$ cat config.mk
export PLATFORM = sky130hd
export DESIGN_NAME = comp_arbiter
export DESIGN_NICKNAME = d
export VERILOG_FILES = /design/src/rtl/comp_arbiter.sv
export SDC_FILE = /design/constraint.sdc
export NUM_CORES = 1
export LEC_CHECK = 0
export CORE_MARGIN = 4
export CORE_UTILIZATION = 35
export CTS_BUF_LIST = sky130_fd_sc_hd__clkbuf_8
export CTS_CLUSTER_DIAMETER = 150
export DETAILED_ROUTE_END_ITERATION = 10
export PLACE_DENSITY_LB_ADDON = 0.05
export SYNTH_ARGS = -nofsm -noshare
export SYNTH_HDL_FRONTEND = slang
export SYNTH_SLANG_ARGS = --single-unit
$ cat constraint.sdc
create_clock -name clk -period 2.3 [get_ports clk]
set_input_delay 0.23 -clock clk [delete_from_list [all_inputs] [get_ports clk]]
set_output_delay 0.23 -clock clk [all_outputs]
set_load 0.02 [all_outputs]
$ cat src/rtl/comp_arbiter.sv
// comp_arbiter: round-robin arbiter sharing one external two's-complement unit (COMP)
// between two requesters. The winner's operand is steered onto comp_a, the COMP result is
// captured in a one-entry output slot tagged with the requester ID, and a saturating
// 16-bit grant count is kept per requester.
//
// Ports:
//   clk, rst                  clock, synchronous active-high reset
//   req0_valid/req0_a/ready   requester 0 handshake and 32-bit operand
//   req1_valid/req1_a/ready   requester 1 handshake and 32-bit operand
//   comp_a / comp_b           operand to / result from the shared COMP instance
//   rsp_valid/rsp_id/rsp_b    registered result slot, rsp_ready accepts it
//   grant_cnt0/grant_cnt1     saturating per-requester grant counts
module comp_arbiter (
   input  logic        clk,
   input  logic        rst,
   input  logic        req0_valid,
   input  logic [31:0] req0_a,
   output logic        req0_ready,
   input  logic        req1_valid,
   input  logic [31:0] req1_a,
   output logic        req1_ready,
   output logic [31:0] comp_a,
   input  logic [31:0] comp_b,
   output logic        rsp_valid,
   output logic        rsp_id,
   output logic [31:0] rsp_b,
   input  logic        rsp_ready,
   output logic [15:0] grant_cnt0,
   output logic [15:0] grant_cnt1
);

   typedef enum logic {StEmpty, StFull} slot_state_e;

   slot_state_e state_q;
   logic        last_grant_q;
   logic        rsp_id_q;
   logic [31:0] rsp_b_q;
   logic [15:0] cnt0_q;
   logic [15:0] cnt1_q;

   logic slot_free;
   logic grant0;
   logic grant1;
   logic grant_any;

   // The slot can accept a new result if it is empty or being drained this cycle.
   assign slot_free = (state_q == StEmpty) || rsp_ready;

   // On a tie the requester that did not win last time gets the slot. Nothing is granted
   // while reset is high, so no operand is consumed and then discarded.
   always_comb begin
      grant0 = 1'b0;
      grant1 = 1'b0;
      if (!rst && slot_free) begin
         grant0 = req0_valid && (!req1_valid || last_grant_q);
         grant1 = req1_valid && (!req0_valid || !last_grant_q);
      end
   end

   assign grant_any  = grant0 || grant1;
   assign req0_ready = grant0;
   assign req1_ready = grant1;

   always_comb begin
      comp_a = 32'h0000_0000;
      if (grant0) begin
         comp_a = req0_a;
      end else if (grant1) begin
         comp_a = req1_a;
      end
   end

   always_ff @(posedge clk) begin
      if (rst) begin
         state_q      <= StEmpty;
         last_grant_q <= 1'b1;
         rsp_id_q     <= 1'b0;
         rsp_b_q      <= 32'h0000_0000;
         cnt0_q       <= 16'h0000;
         cnt1_q       <= 16'h0000;
      end else begin
         case (state_q)
            StEmpty: begin
               if (grant_any) state_q <= StFull;
            end
            StFull: begin
               if (rsp_ready && !grant_any) state_q <= StEmpty;
            end
            default: state_q <= StEmpty;
         endcase

         if (grant_any) begin
            rsp_b_q      <= comp_b;
            rsp_id_q     <= grant1;
            last_grant_q <= grant1;
         end
         if (grant0 && (cnt0_q != 16'hFFFF)) cnt0_q <= cnt0_q + 16'd1;
         if (grant1 && (cnt1_q != 16'hFFFF)) cnt1_q <= cnt1_q + 16'd1;
      end
   end

   assign rsp_valid  = (state_q == StFull);
   assign rsp_id     = rsp_id_q;
   assign rsp_b      = rsp_b_q;
   assign grant_cnt0 = cnt0_q;
   assign grant_cnt1 = cnt1_q;

endmodule

# Word level (Yosys, flattened, before mapping)
# Cells that the tools add are included.
totals:
  ff_bits: 67
  in_bits: 101
  out_inout_bits: 100
  wordCells: 33
op_classes:
  n_addsub: 2
  eq_ne: 2
  mux: 7
  bitwise: 1
  reduce_logical: 15
op_table:
  columns: ["cell", "n"]
  rows:
  - ["32-bit two-way mux", 2]
  - ["16-bit by 1-bit adder with 16-bit output (second input constant)", 2]
  - ["16-bit != test (second input constant)", 2]
  - ["1-bit logical AND", 6]
  - ["1-bit logical NOT", 5]
  - ["1-bit logical OR", 4]
  - ["1-bit two-way mux", 4]
  - ["1-bit case mux with 2 select lines", 1]
  - ["1-bit inverter", 1]

# Logic depth before layout (Yosys ltp)
# Gate-level depths: netlist of run 1.
depth:
  word_depth: 9
  ltp_mapped: 6
  depth_no_buf: 5

# Least setup slack after synthesis of run 1
# No wires, ideal clock.
synth_timing:
  kind: "register to register"
  startpoint: "register cnt1_q[0] (netlist: grant_cnt1[0])"
  endpoint: "register cnt1_q[14] (netlist: grant_cnt1[14])"
  setup_ns: 0.123
  t_arrival_ns: 1.976
  t_required_ns: 2.177
  slack_ns: 0.201
  stages_incl_launch_ff: 7
  n_path_buf: 1
  synth_period_minus_slack_ns: 2.099
  path_cell_list: "dfxtp_1 > ha_1 > nand3_1 > or4_1 > buf_2 > nor4_2 > mux2_1"
synth_via:
  elab_chain_len: 2
  elab_cells_between_ends: 3
  cone_classes: "add/sub: 1; eq/ne: 1; reduce/logical: 1"
synth_rtl:
  columns: ["element", "line", "source"]
  rows:
  - ["from (decl)", "39", "logic [15:0] cnt1_q;"]
  - ["from (signal assigned)", "98", "if (grant1 && (cnt1_q != 16'hFFFF)) cnt1_q <= cnt1_q + 16'd1;"]
  - ["parallel branches: the longest is 2 deep, another holds 16-bit by 1-bit adder with 16-bit output", null, null]
# Parallel ways; which one is timed is not known.
# A chain may end at the register's enable or synchronous reset.

# Final worst setup path of run 1
layout_timing:
  startpoint: "input port req1_valid"
  endpoint: "output port req0_ready"
layout_via:
  elab_chain_len: 4
layout_rtl:
  columns: ["element", "line", "source"]
  rows:
  - ["from (decl)", "19", "input logic req1_valid,"]
  - ["1-bit logical NOT", "55", "grant0 = req0_valid && (!req1_valid || last_grant_q);"]
  - ["1-bit logical OR", "55", null]
  - ["1-bit logical AND", "55", null]
  - ["1-bit two-way mux", "54", "if (!rst && slot_free) begin"]
  - ["to (decl)", "18", "output logic req0_ready,"]
# Every way passes these cells.

==> results, run 1 <==
- The final period demand of the worst path is 2190 ps.
- The largest net degree at the start of global routing is 35.
- The HPWL after detailed placement is 9.24 mm.
- Measured along the x axis, the die boundary spans 104 um.
- The die is 104 um tall.
- The largest fanout on the critical path is 34.
- Clock-pin slew was measured on the worst setup and hold paths at 80 ps.
- Before antenna repair, the detailed router went through 4 iterations.
- The fraction of final layout cells with drive strength greater than 1 is 8.47%.
- For this block, the via count after detailed routing is 3735.
- The sequential cells in the finished layout cover a total of 1340 um^2.
- The count of buffer and inverter cells on the critical path is 4.
- The average size of a mapped cell is 8.28 um^2.
- For this configuration, the core starts out at a cell density of 36.4%.
- The number of antenna-violating nets in the routed design is 0.
- Timing would allow up to 456 MHz.
- Using the TritonRoute via totals, the vias-per-cell ratio works out to 5.25.
- The relative area change from synthesis to final layout is 74.8%.
- Buffers added to address setup during post-CTS repair amount to 0.
- The type of element launching the critical path is a primary input.
- During I/O placement, the number of pins put on the boundary was 201.
- In this run switching power makes up 26.5% of total power.
- The signal on the critical path passes through clkdlybuf4s50_1, or2b_1, nand4_1, clkinv_1, buf_12, clkdlybuf4s50_1.
- Setup repair after global routing left no endpoint under its margin.
- The maximum resistive drop on vdd is 0.000321 V.
- Wires add up to 12.0 mm.
- The proportion of power drawn by combinational gates is 21.1%.
- After filler insertion, the fill cell instance count of the layout stands at 794.
- The count of nets after finishing is 700.
- The CTS buffer count is 9.
- The run finished with clean final reports.
- The tightest slew margin relative to the limit is 69.4%.
- The detailed router finished its first iteration with 126 violations.
- The post-route DRC violation count is 0.
- The routability congestion estimate is 0.859.
- The path class of the tightest hold or removal check is primary input to flop.
- Sequential cells burn 42.0% of the power.
- The average wire length per cell after detail routing is 16.8 um.
- The total power density per cell area is 517 nW/um^2.
- The floorplan step defined a die boundary enclosing 10800 um^2.
- In this run, synthesis produced a sequential element count of 67.
- The tool flagged a number of max-cap violations equal to 0.
- The tightest hold margin is 233 ps.
- The cell-internal power is 2.14 mW.
- The mapped cell area is 3220 um^2.
- The library cell used most frequently in the layout, excluding fill and tap cells, is sky130_fd_sc_hd__clkdlybuf4s50_1.
- CTS built an H-tree with a depth of 3.
- The cell with the biggest individual delay on the critical path is sky130_fd_sc_hd__clkdlybuf4s50_1.
- The nature of the critical path endpoint is an output port.
- The family of cells with the greatest summed delay on the critical path is buffers and inverters.
- The largest stage delay on the critical path is 540 ps.
- For the worst setup path, the data required time is 2070 ps.
- Once layout is complete, the cells apart from fillers number 711.
- The aggregate global-route resource usage is 21.7%.
- The count of placed standard cells including taps is 694.
- Summed over all nets, the switching power comes to 0.773 mW.
- The final critical path takes up 95.3% of the cycle.
- Counting every net in the synthesized netlist gives 492.
- In the synthesized netlist the async set-or-reset flop fraction comes to 0%.
- After floorplanning, the core was divided into 34 placement rows.
- Leaving out fill and tap cells, the most frequent cells in the layout are sky130_fd_sc_hd__clkdlybuf4s50_1, sky130_fd_sc_hd__nand2_1, sky130_fd_sc_hd__dfxtp_1.
- The portion of total power attributed to the clock network is 36.9%.
- Among the stages of the critical path, the cell type that occurs most often is sky130_fd_sc_hd__clkdlybuf4s50_1.
- The area of the multi-input gates is 1770 um^2.
- The transition time at the pin with the least slew margin is 455 ps.
- The count of port buffers added during placement is 200.
- TritonCTS built the clock tree.
- The clock root buffer is sky130_fd_sc_hd__clkbuf_8.
- The number of buffers on the longest clock path is 2.
- Setup violations remaining at the end of the flow were counted as 0.
- The worst setup path is of the primary input to output port kind.
- For this run the aggregate overflow at the end of global routing stands at 0.
- The max-slew violation count is 0.
- The later pin in the worst-skew pair is clocked with a latency of 340 ps.
- The initial antenna violation count is 1.
- The analysis attributes to cell leakage a power of 2.18 nW.
- The count of different cell masters after synthesis is 46.
- The commonest register cell after synthesis is sky130_fd_sc_hd__dfxtp_1.
- The number of global-route vias before repair is 3521.
- The core region is 8850 um^2.
- The final hold violation count is 0.
- For this run, the number of Yosys warnings is 0.
- The first global-routing pass estimated 19.1 mm of wire.
- In this run, synthesis inferred 0 flip-flops with an integrated enable.
- Synthesis produced a netlist whose cell count is 389.
- The fraction of the yosys area taken by sequential cells is 41.7%.
- The worst endpoint data arrival time is 1960 ps.
- The number of sinks on the clock net is 67.
- Between clock sinks in the finished design, the worst skew comes to 14.3 ps.
-- sequential cells by signal, summed over array words and instances, names as in the netlist --
register and flops:
rsp_id 1, grant_cnt0 16, last_grant_q 1, grant_cnt1 16, rsp_valid 1, rsp_b 32
-- final timing paths --
check | startpoint | end | slack, ps | depth (start not counted)
worst min register to register | rsp_b[6]$_SDFFE_PP0P_ | rsp_b[6]$_SDFFE_PP0P_ | 450 | 2
worst min-delay path | rst | grant_cnt0[6]$_SDFFE_PP0P_ | 230 | 2
worst max-delay path | req1_valid | req0_ready | 110 | 6
worst max register to register | grant_cnt1[0]$_SDFFE_PP0P_ | grant_cnt1[6]$_SDFFE_PP0P_ | 220 | 6
-- synth_stat cells, types with 2 or more instances --
| cell | n | share of area (%) |
|---|---|---|
| sky130_fd_sc_hd__dfxtp_1 | 67 | 42 |
| sky130_fd_sc_hd__nor4_1 | 13 | 2.5 |
| sky130_fd_sc_hd__and3_1 | 4 | 0.78 |
| sky130_fd_sc_hd__o41ai_1 | 3 | 0.82 |
| sky130_fd_sc_hd__nor4_2 | 2 | 0.78 |
| sky130_fd_sc_hd__mux2i_1 | 5 | 1.6 |
| sky130_fd_sc_hd__nand4_1 | 15 | 2.9 |
| sky130_fd_sc_hd__o21ai_0 | 7 | 1.1 |
| sky130_fd_sc_hd__ha_1 | 2 | 0.78 |
| sky130_fd_sc_hd__a21oi_1 | 46 | 7.2 |
| sky130_fd_sc_hd__nor2_1 | 11 | 1.3 |
| sky130_fd_sc_hd__buf_2 | 5 | 0.78 |
| sky130_fd_sc_hd__and4_1 | 3 | 0.82 |
| sky130_fd_sc_hd__o311ai_0 | 3 | 0.82 |
| sky130_fd_sc_hd__o31ai_1 | 6 | 1.4 |
| sky130_fd_sc_hd__nand2_1 | 78 | 9.1 |
| sky130_fd_sc_hd__nand3_1 | 13 | 2.0 |
| sky130_fd_sc_hd__nor2b_1 | 9 | 1.7 |
| sky130_fd_sc_hd__nand2b_1 | 2 | 0.39 |
| sky130_fd_sc_hd__a22o_1 | 32 | 8.7 |
| sky130_fd_sc_hd__clkbuf_1 | 18 | 2.1 |
| sky130_fd_sc_hd__nor3_1 | 4 | 0.62 |
| sky130_fd_sc_hd__or4_1 | 7 | 1.6 |
| sky130_fd_sc_hd__buf_1 | 2 | 0.23 |
| sky130_fd_sc_hd__mux2_2 | 8 | 2.8 |
| sky130_fd_sc_hd__clkinv_1 | 2 | 0.23 |
| sky130_fd_sc_hd__or3_1 | 3 | 0.58 |
-- timing repair --
| action | 4_1_cts | 5_1_grt |
|---|---|---|
| hold buffers | 0 | 0 |
| endpoints found under the setup margin | 33 | 1 |
| resized for setup | 34 | 1 |
| hold endpoints to repair | 0 | 0 |
-- power by group through the flow --
stage | Sequential (mW) | Combinational [mW] | Clock [mW]
after global placement | 1.25 | 0.638 | 0
after CTS | 1.22 | 0.621 | 1.11
final | 1.22 | 0.615 | 1.08
after global routing | 1.23 | 0.658 | 1.15
after detailed placement | 1.25 | 0.647 | 0
after floorplan | 1.29 | 0.211 | 0
-- metal layers --
layer	wire (um)	share of wire (%)	up-vias	global-route usage, %
li1	-	-	1863	-
met1	4750	40	1710	24.2
met2	6130	51	149	38.8
met3	912	7.6	13	6.52
met4	180	1.5	0	7.88
met5	0	0	-	0
-- through the flow --
step                      total power, mW  utilization [%]  setup TNS (ps)  cell area [um^2]  setup WS (ps)
after floorplan                      1.51                -               0              3220            201
after global placement               1.88             61.5           -4090              5440           -138
after detailed placement             1.90             61.5           -6840              5440           -256
after CTS                            2.95             63.5               0              5620           78.0
after global routing                 3.04             63.6               0              5630           5.00
final                                2.91             63.6               0              5630            109
-- kinds of logic (layout without fill, tap and decap cells) --
logic type | count (synthesis) | in the layout | share of synthesized area (%)
other cells | 0 | 1 | 0
mux | 14 | 14 | 4.70
flops | 67 | 67 | 41.7
compound gates | 108 | 108 | 22.9
fa+ha+maj | 2 | 2 | 0.777
simple gates | 170 | 170 | 26.5
buf+inv | 28 | 241 | 3.46
-- area by class of cell --
| type | instances | area share, % |
|---|---|---|
| timing repair buffer | 222 | 38.2 |
| multi-input combinational | 294 | 31.5 |
| antenna | 1 | 0.0445 |
| inverter | 3 | 0.200 |
| tap | 108 | 2.40 |
| clock inverter | 7 | 1.67 |
| clock buffer | 9 | 2.20 |
| sequential | 67 | 23.8 |
(Power assumes the default switching activity.)
==> run 2, diff against run 1 <==
ABC_AREA = 1   (was unset)
==> run 2 against run 1 <==
Net effect: count of clock-buffer cells in the layout increased by 1; clock skew is 6.0 ps lower; via count increased by 9.3%; total power increased by 9.9%; design area increased by 4.3%; combinational power rose by 32%; sequential share of layout area is 0.98 points lower; sequential cell count stayed put; largest power group unchanged; critical endpoint is now comp_a[13].
==> results, run 2 <==
- The initial antenna violation count is 0 (-1).
- The average size of a mapped cell was 6.77 um^2 (-18%).
- The tightest slew margin relative to the limit is 62.1% (-7.3 points).
- The most common cell after layout, fill and taps aside is sky130_fd_sc_hd__clkdlybuf4s50_1.
- The hold path depth is 3 (+1).
- The area of the die is 11500 um^2 (+6.3%).
- The number of cell instances on the worst register-to-register path came to 6 (unchanged).
- The post-route worst setup slack is 66.4 ps (-42.8 ps).
- The final period utilization is 97.1% (+1.9 points).
- The DRC violation total after the first TritonRoute iteration is 240 (+90%).
- The number of antenna-violating nets in the routed design is 0 (unchanged).
- The adder-cell share of the synthesized area is 0.727% (-0.050 points).
- The count of port buffers added during placement is 200 (unchanged).
- The largest stage delay on the critical path is 590 ps (+50 ps).
- The depth of the CTS H-tree is 3 (unchanged).
- The nature of the critical path endpoint is an output port.
- The largest net degree at the start of global routing is 58 (+66%).
- The overall power consumption is 3.20 mW (+9.9%).
- The mapped cell area is 3440 um^2 (+6.9%).
- The largest individual stage delay along the critical path comes from the cell sky130_fd_sc_hd__clkdlybuf4s50_1.
- The worst reg2reg path endpoint is grant_cnt0[13]$_SDFFE_PP0P_.
- The iteration count of the initial detailed-routing pass was 4 (unchanged).
- The max-capacitance violation count was 0 (unchanged).
- The post-route DRC violation count is 0 (unchanged).
- The commonest register cell after synthesis is sky130_fd_sc_hd__dfxtp_1.
- The die span in x came to 107 um (+3.1%).
- The number of enable flip-flop cells after synthesis is 0 (unchanged).
- The fraction of synthesized cell area in xor and xnor cells is 1.02% (+1.0 points).
- The max-slew violation count is 0 (unchanged).
- The half-perimeter wire length of the detailed placement result is 9.42 mm (+2.0%).
- The total via count in the routed design is 4081 (+9.3%).
- The type of element launching the critical path is a primary input.
- The end of the worst hold path is rsp_b[8]$_SDFFE_PP0P_.
- The average wire length per cell after detail routing came to 14.8 um (-12%).
- The sequential cell area in the final layout is 1340 um^2 (unchanged).
- The mux cell area share after synthesis was 0% (-4.7 points).
- The static power due to leakage is 2.65 nW (+22%).
- The share of synthesized cell area in and, or, nand and nor gates is 35.9% (+9.4 points).
- The sum of overflow across all layers after global routing is 0 (unchanged).
- The required time of the critical path was 2070 ps (about the same).
- The vertical extent of the die came to 107 um (+3.1%).
- The commonest cells after synthesis are sky130_fd_sc_hd__nor2_1, sky130_fd_sc_hd__nand2_1, sky130_fd_sc_hd__dfxtp_1, sky130_fd_sc_hd__o21ai_0, sky130_fd_sc_hd__nand3_1.
- The clock slew seen by the registers of the worst setup and hold paths is 80 ps (about the same).
- The total number of placement rows is 35 (+2.9%).
- The fraction of final layout cells with drive strength greater than 1 is 6.89% (-1.6 points).
- The setup slack after placement is 5.99 ps (+262 ps).
- The type of the setup path with the least slack is primary input to output port.
- The final period demand of the worst path came to 2230 ps (+42.8 ps).
- The count of placed standard cells including taps is 824 (+19%).
- The source-to-sink clock delay at the later pin of the worst-skew pair is 340 ps (about the same).
- The count of nets after finishing is 809 (+16%).
- The clock root buffer is sky130_fd_sc_hd__clkbuf_8.
- The number of buffers on the longest clock path is 2 (unchanged).
- The total number of yosys warnings is 0 (unchanged).
- The number of gates resized after CTS was 1 (-97%).
- The clock skew after layout is 8.30 ps (-6.01 ps).
- The critical path goes through clkdlybuf4s50_1, a21oi_2, nand2_2, inv_2, buf_12, a22o_1, clkdlybuf4s50_1.
- The number of buffers inserted for hold repair after clock tree synthesis is 0 (unchanged).
- The CTS tree is yes.
- The count of inserted antenna diode cells is 0 (-1).
- The worst endpoint data arrival time is 2000 ps (+40 ps).
- The number of global-route vias before repair was 3873 (+10%).
- The cell area after placement is 5570 um^2 (+2.3%).
- The CTS buffer count is 9 (unchanged).
- The library cells used most frequently in the layout, excluding fill and tap cells, are sky130_fd_sc_hd__clkdlybuf4s50_1, sky130_fd_sc_hd__nor2_1, sky130_fd_sc_hd__nand2_1.
- The post-synth net total is 611 (+24%).
- The biggest area contributor in the post-synthesis netlist is sky130_fd_sc_hd__dfxtp_1.
- The number of sinks on the clock net is 67 (unchanged).
- The largest fanout on the critical path came to 34 (unchanged).
- The number of non-filler instances in the completed layout is 840 (+18%).
- The fraction of registers with async set/reset was 0% (unchanged).
- The total routed wirelength came to 12.4 mm (+3.6%).
- The area of the core region came to 9420 um^2 (+6.4%).
- The count of different cell masters after synthesis is 29 (-37%).
- The flip-flop count of the largest register after layout is 32 (unchanged).
- The most numerous cell in the Yosys netlist is sky130_fd_sc_hd__nor2_1.
- The complex-gate fraction of the synthesized area is 17.4% (-5.5 points).
- The fraction of the yosys area taken by sequential cells is 39.0% (-2.7 points).
- The cell area after layout is 5870 um^2 (+4.3%).
- The area of the multi-input gates is 1890 um^2 (+7.0%).
- The number of instances in the synthesized netlist came to 508 (+31%).
- The routability congestion estimate was 0.880 (+2.5%).
- The layout filler cell count is 868 (+9.3%).
- The kind of path behind the tightest hold check is primary input to flop.
- The top-level I/O count is 201 (unchanged).
- The worst hold path begins at comp_b[8].
- The most common cell type on the critical path is sky130_fd_sc_hd__clkdlybuf4s50_1.
- The aggregate global-route resource usage is 20.9% (-0.81 points).
- The synthesis-stage register bit count is 67 (unchanged).
- The routed via count divided by cell count is 4.86 (-7.5%).
- After synthesis, the largest family of logic cells by area is simple AND/OR/NAND/NOR gates.
- The startpoint of the most critical register-to-register path is grant_cnt0[0]$_SDFFE_PP0P_.
- The maximum resistive drop on vdd came to 0.000387 V (+21%).
- The starting density of the core came to 36.5% (+0.16 points).
- By area the synthesized netlist is led by sky130_fd_sc_hd__dfxtp_1, sky130_fd_sc_hd__nor2_1, sky130_fd_sc_hd__nand2_1, sky130_fd_sc_hd__a22o_1, sky130_fd_sc_hd__o21ai_0.
- The setup fix buffers added after clock tree synthesis is 0 (unchanged).
- The accumulated negative setup slack is 0 ps (unchanged).
- The first-pass GRT wire length is 19.4 mm (+1.6%).
- The area share of the largest cell type after synthesis is 39.0% (-2.7 points).
- The flow ran to the end, and the final reports show no timing, DRC or antenna violations.
- The total power density per cell area is 545 nW/um^2 (+5.4%).
- The relative area change from synthesis to final layout is 70.6%.
- The transition time at the pin with the least slew margin is 567 ps (+112 ps).
- The tightest hold margin is 468 ps (+235 ps).
- The reg-to-reg setup timing slack is 400 ps (+180 ps).
- The final hold violation count is 0 (unchanged).
- The highest achievable clock rate is 448 MHz (-1.9%).
- The number of failing setup endpoints in the final timing report came to 0 (unchanged).
- The share of the core filled with cells was 62.3% (-1.3 points).
==> run 2: changes by cell type after synthesis, sizes merged, moves of 15 or more <==
cell	change
nor4	-15
nand3	+17
a21oi	-19
nor2	+131
o21ai	+33
nand2	+40
inv	+19
==> run 2: power breakdown <==
part / internal, mW / switching [mW]
Combinational: 0.425 / 0.390
Sequential: 1.23 / 0.0428
Clock: 0.640 / 0.472
Total: 2.29 / 0.904
==> run 2: final cells by class <==
| class | instances | area share, % |
|---|---|---|
| repair buffers | 209 | 36.9 |
| multi-input cells | 399 | 32.3 |
| flip-flops and latches | 67 | 22.9 |
| well taps | 129 | 2.75 |
| clock buffers | 10 | 2.34 |
| clock inverters | 6 | 1.51 |
| inverters | 20 | 1.32 |
==> run 2: how the worst max path moves through the flow <==
stage	start	cells past startpoint	endpoint	slack (ps)
detailed placement	rst	7	comp_a[10]	6
floorplan	grant_cnt0[0]$_SDFFE_PP0P_	8	grant_cnt0[2]$_SDFFE_PP0P_	680
finish	rst	7	comp_a[13]	70
global route	rsp_ready	8	comp_a[13]	-0.2
global placement	req0_valid	9	comp_a[28]	70
CTS	rst	8	comp_a[28]	20
==> run 2: kinds of logic after synthesis <==
| family | after synthesis |
|---|---|
| buffers and inverters | 42 |
| adder cells (fa/ha/maj) | 2 |
| XOR/XNOR | 4 |
| AND/OR/NAND/NOR | 299 |
| flip-flops | 67 |
| AO/OA/AOI/OAI | 94 |
==> run 2: critical path: cells and delay by family <==
| kind | cells | cell delay [ps] |
|---|---|---|
| AO/OA/AOI/OAI | 2 | 340 |
| buffers and inverters | 4 | 1350 |
| AND/OR/NAND/NOR | 1 | 80 |
==> run 2: layer usage <==
metal	vias to the layer above	track usage [%]	wire, um
li1	2060	-	-
met1	1825	25.7	5330
met2	183	35.3	5720
met3	13	6.20	1170
met4	0	5.66	172
met5	-	0	0
